$ cat src/rtl/led_pattern_engine.sv
`default_nettype none
// ============================================================================
//  Module   : led_pattern_engine
//  Purpose  : Parametrised LED pattern generator with step-rate prescaler,
//             bounce/LFSR/counter patterns, PWM dimming and auto-cycling.
//  Revision : 1.0 - initial release
// ============================================================================
module led_pattern_engine #(
  parameter int NUM_LEDS  = 8,
  parameter int DIV_WIDTH = 16,
  parameter int PWM_BITS  = 4
) (
  input  logic                 clk_pll,
  input  logic                 rstn,
  input  logic [2:0]           pattern_sel,
  input  logic                 auto_mode,
  input  logic [DIV_WIDTH-1:0] speed_div,
  input  logic [PWM_BITS-1:0]  brightness,
  output logic [NUM_LEDS-1:0]  led_out,
  output logic                 step_pulse,
  output logic [2:0]           active_pattern
);

  localparam int                c_IDX_W   = (NUM_LEDS > 1) ? $clog2(NUM_LEDS) : 1;
  localparam logic [c_IDX_W-1:0] c_POS_MAX = c_IDX_W'(NUM_LEDS - 1);
  localparam logic [NUM_LEDS-1:0] c_ONE    = NUM_LEDS'(1);
  localparam logic [15:0]       c_LFSR_SEED = 16'hACE1;

  typedef enum logic {DIR_UP = 1'b0, DIR_DOWN = 1'b1} dir_t;

  logic [2:0]           r_sel_q;
  logic                 r_auto_q;
  logic                 r_auto_prev;
  logic [2:0]           r_auto_idx;
  logic [DIV_WIDTH-1:0] r_tick_cnt;
  logic [15:0]          r_step;
  logic [15:0]          r_lfsr;
  logic [c_IDX_W-1:0]   r_pos;
  dir_t                 r_dir;
  logic [NUM_LEDS-1:0]  r_frame;
  logic [PWM_BITS-1:0]  r_pwm_cnt;

  logic                 w_tick;
  logic                 w_auto_first;
  logic                 w_auto_wrap;
  logic [2:0]           w_auto_idx_nxt;
  logic [2:0]           w_next_pat;
  logic                 w_restart;
  logic [15:0]          w_lfsr_upd;
  logic                 w_pwm_on;
  logic [c_IDX_W-1:0]   w_pos_tk;
  dir_t                 w_dir_tk;
  logic [2:0]           w_frame_pat;
  logic [15:0]          w_frame_step;
  logic [c_IDX_W-1:0]   w_frame_pos;
  logic [c_IDX_W-1:0]   w_run_idx;
  logic [NUM_LEDS-1:0]  w_alt;
  logic [NUM_LEDS-1:0]  w_frame_new;

  // Tick, pattern selection, restart detection, LFSR advance and PWM gate
  always_comb begin
    w_tick         = (r_tick_cnt >= speed_div);
    // auto index loads on the first cycle auto is seen, else steps on every 64-tick wrap
    w_auto_first   = r_auto_q & ~r_auto_prev;
    w_auto_wrap    = r_auto_q & w_tick & (r_step[5:0] == 6'd63);
    w_auto_idx_nxt = r_auto_idx;
    if (r_auto_q) begin
      if (w_auto_first)     w_auto_idx_nxt = r_sel_q;
      else if (w_auto_wrap) w_auto_idx_nxt = r_auto_idx + 3'd1;
    end
    w_next_pat = r_auto_q ? w_auto_idx_nxt : r_sel_q;
    w_restart  = (w_next_pat != active_pattern);
    w_lfsr_upd = w_tick ? {r_lfsr[0] ^ r_lfsr[2] ^ r_lfsr[3] ^ r_lfsr[5], r_lfsr[15:1]}
                        : r_lfsr;
    w_pwm_on   = (brightness == {PWM_BITS{1'b1}}) | (r_pwm_cnt < brightness);
  end

  // Bounce position for the next tick; direction flips on reaching either end
  always_comb begin
    w_pos_tk = r_pos;
    w_dir_tk = r_dir;
    if (r_dir == DIR_UP) begin
      w_pos_tk = r_pos + c_IDX_W'(1);
      w_dir_tk = (w_pos_tk == c_POS_MAX) ? DIR_DOWN : DIR_UP;
    end else begin
      w_pos_tk = r_pos - c_IDX_W'(1);
      w_dir_tk = (w_pos_tk == '0) ? DIR_UP : DIR_DOWN;
    end
  end

  // Frame value for the step about to be entered (step 0 of the new pattern on restart)
  always_comb begin
    w_frame_pat  = w_restart ? w_next_pat : active_pattern;
    w_frame_step = w_restart ? 16'd0 : (r_step + 16'd1);
    w_frame_pos  = w_restart ? '0 : w_pos_tk;
    w_run_idx    = c_IDX_W'(w_frame_step % 16'(NUM_LEDS));
    w_alt        = '0;
    for (int i = 0; i < NUM_LEDS; i++) begin
      w_alt[i] = (((i % 2) == 1) == w_frame_step[0]);
    end
    case (w_frame_pat)
      3'd0:    w_frame_new = '0;
      3'd1:    w_frame_new = '1;
      3'd2:    w_frame_new = {NUM_LEDS{w_frame_step[0]}};
      3'd3:    w_frame_new = c_ONE << w_run_idx;
      3'd4:    w_frame_new = c_ONE << w_frame_pos;
      3'd5:    w_frame_new = w_alt;
      3'd6:    w_frame_new = w_lfsr_upd[NUM_LEDS-1:0];
      default: w_frame_new = w_frame_step[NUM_LEDS-1:0];
    endcase
  end

  // State registers; a restart takes priority over a tick on the same edge
  always_ff @(posedge clk_pll or negedge rstn) begin
    if (!rstn) begin
      r_sel_q        <= 3'd0;
      r_auto_q       <= 1'b0;
      r_auto_prev    <= 1'b0;
      r_auto_idx     <= 3'd0;
      r_tick_cnt     <= '0;
      r_step         <= 16'd0;
      r_lfsr         <= c_LFSR_SEED;
      r_pos          <= '0;
      r_dir          <= DIR_UP;
      r_frame        <= '0;
      r_pwm_cnt      <= '0;
      led_out        <= '0;
      step_pulse     <= 1'b0;
      active_pattern <= 3'd0;
    end else begin
      r_sel_q     <= pattern_sel;
      r_auto_q    <= auto_mode;
      r_auto_prev <= r_auto_q;
      r_auto_idx  <= w_auto_idx_nxt;
      r_lfsr      <= w_lfsr_upd;
      r_pwm_cnt   <= r_pwm_cnt + PWM_BITS'(1);
      led_out     <= r_frame & {NUM_LEDS{w_pwm_on}};
      step_pulse  <= w_tick & ~w_restart;
      if (w_restart) begin
        active_pattern <= w_next_pat;
        r_step         <= 16'd0;
        r_tick_cnt     <= '0;
        r_pos          <= '0;
        r_dir          <= DIR_UP;
        r_frame        <= w_frame_new;
      end else if (w_tick) begin
        r_step         <= r_step + 16'd1;
        r_tick_cnt     <= '0;
        r_pos          <= w_pos_tk;
        r_dir          <= w_dir_tk;
        r_frame        <= w_frame_new;
      end else begin
        r_tick_cnt     <= r_tick_cnt + DIV_WIDTH'(1);
      end
    end
  end

endmodule
`default_nettype wire

$ cat config.mk
export PLATFORM = sky130hd
export DESIGN_NAME = led_pattern_engine
export DESIGN_NICKNAME = d
export VERILOG_FILES = /design/src/rtl/led_pattern_engine.sv
export SDC_FILE = /design/constraint.sdc
export NUM_CORES = 1
export LEC_CHECK = 0
export CAP_MARGIN = 10
export CELL_PAD_IN_SITES_DETAIL_PLACEMENT = 0
export CELL_PAD_IN_SITES_GLOBAL_PLACEMENT = 1
export CORE_AREA = 2 2 102 178
export CTS_CLUSTER_SIZE = 25
export DETAILED_ROUTE_END_ITERATION = 8
export DIE_AREA = 0 0 104 180
export HOLD_SLACK_MARGIN = 0.12
export PLACE_DENSITY = 0.53
export SLEW_MARGIN = 0
export SYNTH_ARGS = -nofsm -noshare
export SYNTH_HDL_FRONTEND = slang
export SYNTH_SLANG_ARGS = --single-unit
$ cat constraint.sdc
create_clock -name clk_pll -period 4.3 [get_ports clk_pll]
set_input_delay 0.645 -clock clk_pll [delete_from_list [all_inputs] [get_ports clk_pll]]
set_output_delay 0.645 -clock clk_pll [all_outputs]
set_load 0.01 [all_outputs]
# After elaboration in Yosys (flattened, before gate mapping)
# Index checks and enable logic that the tools add are counted.
# word_totals
register_bits	84
# op_classes
n_addsub	6
n_lt_le_gt_ge	2
eq_ne	10
shift	2
muxes	23
bitwise_logic	12
n_reduce_logical	3
# op_table
op	count
$mux 16	4
$pmux 8 s7	1
$add 16x1->16 const B	2
$mux 8	4
$mux 3	9
$ge 16x16->1	1
$shl 1x3->8 const A	2
$eq 3x3->1 const B	4
$and 8x8->8	1
$add 3x1->3 const B	2
$eq 3x2->1 const B	2
$eq 6x6->1 const B	1
$logic_not 3->1	2
$mux 1	5
$add 4x1->4 const B	1
$and 1x1->1	4
$eq 4x4->1 const B	1
$lt 4x4->1	1
$eq 3x1->1 const B	1
$ne 3x3->1	1
$not 1->1	3
$sub 3x1->3 const B	1
$xor 1x1->1	3
$reduce_bool 2->1	1
$or 1x1->1	1

# Longest topological paths before layout
# logic_depth
ltp_word	13
depth_mapped	13

# Worst setup path after synthesis
# No wires, ideal clock.
# synth_path
path_type	in2reg
start	in speed_div[13]
end	reg r_frame[0]
setup_ns	0.104
arrival_ns	3.450
required_ns	4.196
path_slack_ns	0.746
path_stages	12
path_buffers	1
cell_sequence	inv_1 > ha_1 > a21o_1 > a21o_1 > a2111oi_4 > nand3_2 > a221o_1 > buf_4 > or4b_4 > o22ai_2 > a2111oi_0 > a221oi_1
# synth_between
elab_chain_cells	13
# synth_rtl
item	line	rtl
from (decl)	17	input logic [DIV_WIDTH-1:0] speed_div,
$ge 16x16->1 (*)	62	w_tick = (r_tick_cnt >= speed_div);
$and 1x1->1 (*) (2 in series)	65	w_auto_wrap = r_auto_q & w_tick & (r_step[5:0] == 6'd63);
$mux 3 (*)	69	else if (w_auto_wrap) w_auto_idx_nxt = r_auto_idx + 3'd1;
$mux 3 (*)	68	if (w_auto_first) w_auto_idx_nxt = r_sel_q;
$mux 3 (*)	67	if (r_auto_q) begin
$mux 3 (*)	71	w_next_pat = r_auto_q ? w_auto_idx_nxt : r_sel_q;
$ne 3x3->1	72	w_restart = (w_next_pat != active_pattern);
$mux 3 (*)	n/a	
net w_frame_pat[2]	53	logic [2:0] w_frame_pat;
$eq 3x3->1, or another cell as far along	101	case (w_frame_pat)
$pmux 8 s7 (*)	101	
$mux 8	146	end else if (w_tick) begin
$mux 8 (*)	139	if (w_restart) begin
to (signal assigned)	145	r_frame <= w_frame_new;
to (signal assigned)	151	r_frame <= w_frame_new;
to (decl)	40	logic [NUM_LEDS-1:0] r_frame;
# Mark *: on every way through the listed nets, which the timed path passes. The rest lies on a longest branch. The select of a mux whose other input is x is not followed.
# A chain may end at the register's enable or synchronous reset.

# Worst setup path in the final report
# layout_path
start	in speed_div[13]
end	reg r_frame[0]
# layout_between
elab_chain_cells	13
# layout_rtl
item	line
$ge 16x16->1 (*)	62
$and 1x1->1 (2 in series)	65
$mux 3	69
$mux 3	68
$mux 3	67
$mux 3	71
$ne 3x3->1	72
$mux 3, or another cell as far along	n/a
$eq 3x3->1, or another cell as far along	101
$pmux 8 s7	101
$mux 8	146
$mux 8	139
# Every way passes the cells marked *; elsewhere a longest branch is shown, timed or not. The select of a mux whose other input is x is not followed.

==> qor.csv <==
metric,value,unit
clockBufferDepth,2,
critical_path_class,primary input to flip-flop,
worst-path-buf-inv,2,
place_ws,3.522,ps
cp_cell_sequence,"clkdlybuf4s50_1, inv_1, ha_1, a21o_1, a21o_1, a2111o_1, o311ai_1, a221o_1, nand3_2, mux2i_1, a2111oi_0, a221oi_1",
finalCriticalPeriod,3923,ps
rsz0062_at_grt,no,
numPortBuffers,37,
grt_pass1_wl,17330,um
finalSetupTns,0,ps
hold_viol,0,
track_usage,0.1172,
status,"finished, final reports clean",
synth_area_leaders,"dfrtp_1 40%, ha_1 7.9%, nand2_1 6.4%",
cts_hold_buf,0,
dr.pass1.iters,4,
cts_root_buf,clkbuf_16,
ys.flop_type,dfrtp_1,
io_pins,38,
die_area,18720,um2
synth_nets,496,
ys_ff_latch,76,
numCtsBuffers,9,
die_w,104,um
fin_nets,545,
dr.first_iter.drc_count,113,
cts_max_level,3,
cts_sinks,76,
worstPathArrival,4130,ps
setup_viol,0,
regToRegSetupSlack,760,ps
cp_top_family,compound AO/OA/AOI/OAI gates,
yosys.cell_count.top_type,nand2_1,
detail-route-antenna-nets,0,
viasPerCell,4.457,
report.final.slew_viol_count,0,
cts_resized,0,
setup_slack,377.0,ps
yosys.area.top_type,dfrtp_1,
slew_headroom,0.3384,
vias,3245,
p_leak,2.373,nW
nFillCells,1847,
min_path_type,flip-flop to flip-flop,
fin_skew,7.282,ps
synthCells,443,
grt-ovfl-total,0,
cp_common_cell,a21o_1,
synthDominantCellAreaShare,0.3995,
synth_cell_type_count,59,
hpwl,7512,um
cp_slowest_cell,a221o_1,
coreArea,17300,um2
max_cap_violations,0,
grt_max_degree,77,
total_power,1.916,mW
syn-cell-area,4259,um2
synthTopCellsByCount,"73 x nand2_1, 68 x dfrtp_1, 46 x nor2_1, 27 x ha_1, 27 x inv_1",
first_global_vias,3431,
ir_drop,0.1638,mV
powerDensity,361.3,nW/um2
ys_seq_area_frac,0.4489,
area_growth,24.53,%
finalCritPeriodShare,0.9123,
tightestPinTransition,992.4,ps
cts_setup_buffers,0,
cts_tree,done,
start_kind,primary input,
async_reset_ff_frac,1.000,
antenna_found_initial,0,
gp_congestion,0.7817,
drive_above_1_share,0.1187,
avgSynthCellArea,9.614,um2
synth_edf_count,0,
die_y,180,um
required,4510,ps
endpoint_kind,flip-flop,
diodes,0,
drc,0,
yosys_warnings,0,
initial_utilization,0.2462,
clock_latency,340,ps
crit_path_max_fanout,10,
critPathMaxStageDelay,470,ps
clk_pin_slew,70,ps
max_freq,254.9,MHz
wirelength,10160,um
drt-wirelength-per-cell,13.96,um
rows,64,
-- flip-flops by register name, indices dropped and copies added (netlist names) --
name and count:
r_pos 3, r_auto_prev 1, led_out 8, r_auto_idx 3, r_frame 8, step_pulse 1, r_pwm_cnt 4, r_lfsr 16
r_dir 1, r_sel_q 3, r_step 8, active_pattern 3, r_auto_q 1, r_tick_cnt 16
-- cell families (layout without fill, tap and decap cells) --
| logic type | after synthesis | after routing | synth area share |
|---|---|---|---|
| compound gates | 65 | 65 | 0.1249 |
| mux | 4 | 4 | 0.009695 |
| flops | 76 | 76 | 0.4489 |
| simple gates | 190 | 190 | 0.2165 |
| fa+ha+maj | 27 | 27 | 0.07932 |
| xor+xnor | 39 | 39 | 0.08020 |
| buf+inv | 42 | 96 | 0.04054 |
-- power by group --
group / internal (mW) / switching, mW
sequential: 0.767 / 0.0302
combinational: 0.138 / 0.140
clock: 0.518 / 0.323
total: 1.42 / 0.493
-- metrics by stage --
stage / hold WS [ps] / cell area [um2] / std cells / utilization
after floorplan: 349.4 / 4259 / 443 / -
after global placement: 440.7 / 4974 / 712 / 0.2875
after detailed placement: 445.1 / 4974 / 712 / 0.2875
after CTS: 454.6 / 5304 / 728 / 0.3066
after global routing: 481.0 / 5304 / 728 / 0.3066
final: 451.5 / 5304 / 728 / 0.3066
-- placed cells by master, fill, tap and decap left out, types with 15 or more instances in the layout --
| master | count |
|---|---|
| a21oi_1 | 19 |
| clkdlybuf4s50_1 | 36 |
| nand2_1 | 73 |
| buf_4 | 15 |
| nand3_1 | 19 |
| nor2_1 | 46 |
| ha_1 | 27 |
| dfrtp_1 | 68 |
| xor2_1 | 17 |
| xnor2_1 | 22 |
| inv_1 | 27 |
-- per-layer routing --
metal | GRT usage | wire [um] | up-vias | part of all wire
met5 | 0 | 0 | - | 0
met2 | 0.2150 | 5436 | 44 | 0.53
li1 | - | - | 1625 | -
met3 | 0.02212 | 281 | 15 | 0.028
met4 | 0.06649 | 309 | 0 | 0.030
met1 | 0.1237 | 4133 | 1561 | 0.41
-- layout make-up --
cell class                 instances  area [um2]  area share
sequential                        76        1912      0.3605
inverter                          28       105.1     0.01982
clock buffer                       9       225.2     0.04246
timing repair buffer              52       493.0     0.09295
multi-input combinational        325        2175      0.4100
clock inverter                     7       105.1     0.01982
tap                              231       289.0     0.05449
-- final timing paths --
kind                               endpoint  cells past startpoint           from
worst max register to register   r_frame[0]                     11  r_tick_cnt[0]
min in group asynchronous       r_auto_prev                      1           rstn
max in group asynchronous         r_lfsr[3]                      1           rstn
worst min register to register   r_lfsr[11]                      2     r_lfsr[11]
worst max-delay path             r_frame[0]                     12  speed_div[13]
worst min-delay path             r_lfsr[11]                      2     r_lfsr[11]
-- worst register-to-register path: cells and delay by family, from the launching register on --
kind	cells	cell delay, ps
mux	1	230
simple gates	3	630
compound gates	5	1820
fa+ha+maj	1	260
flops	1	410
buf+inv	1	60
Power figures use the tool's default switching activity.
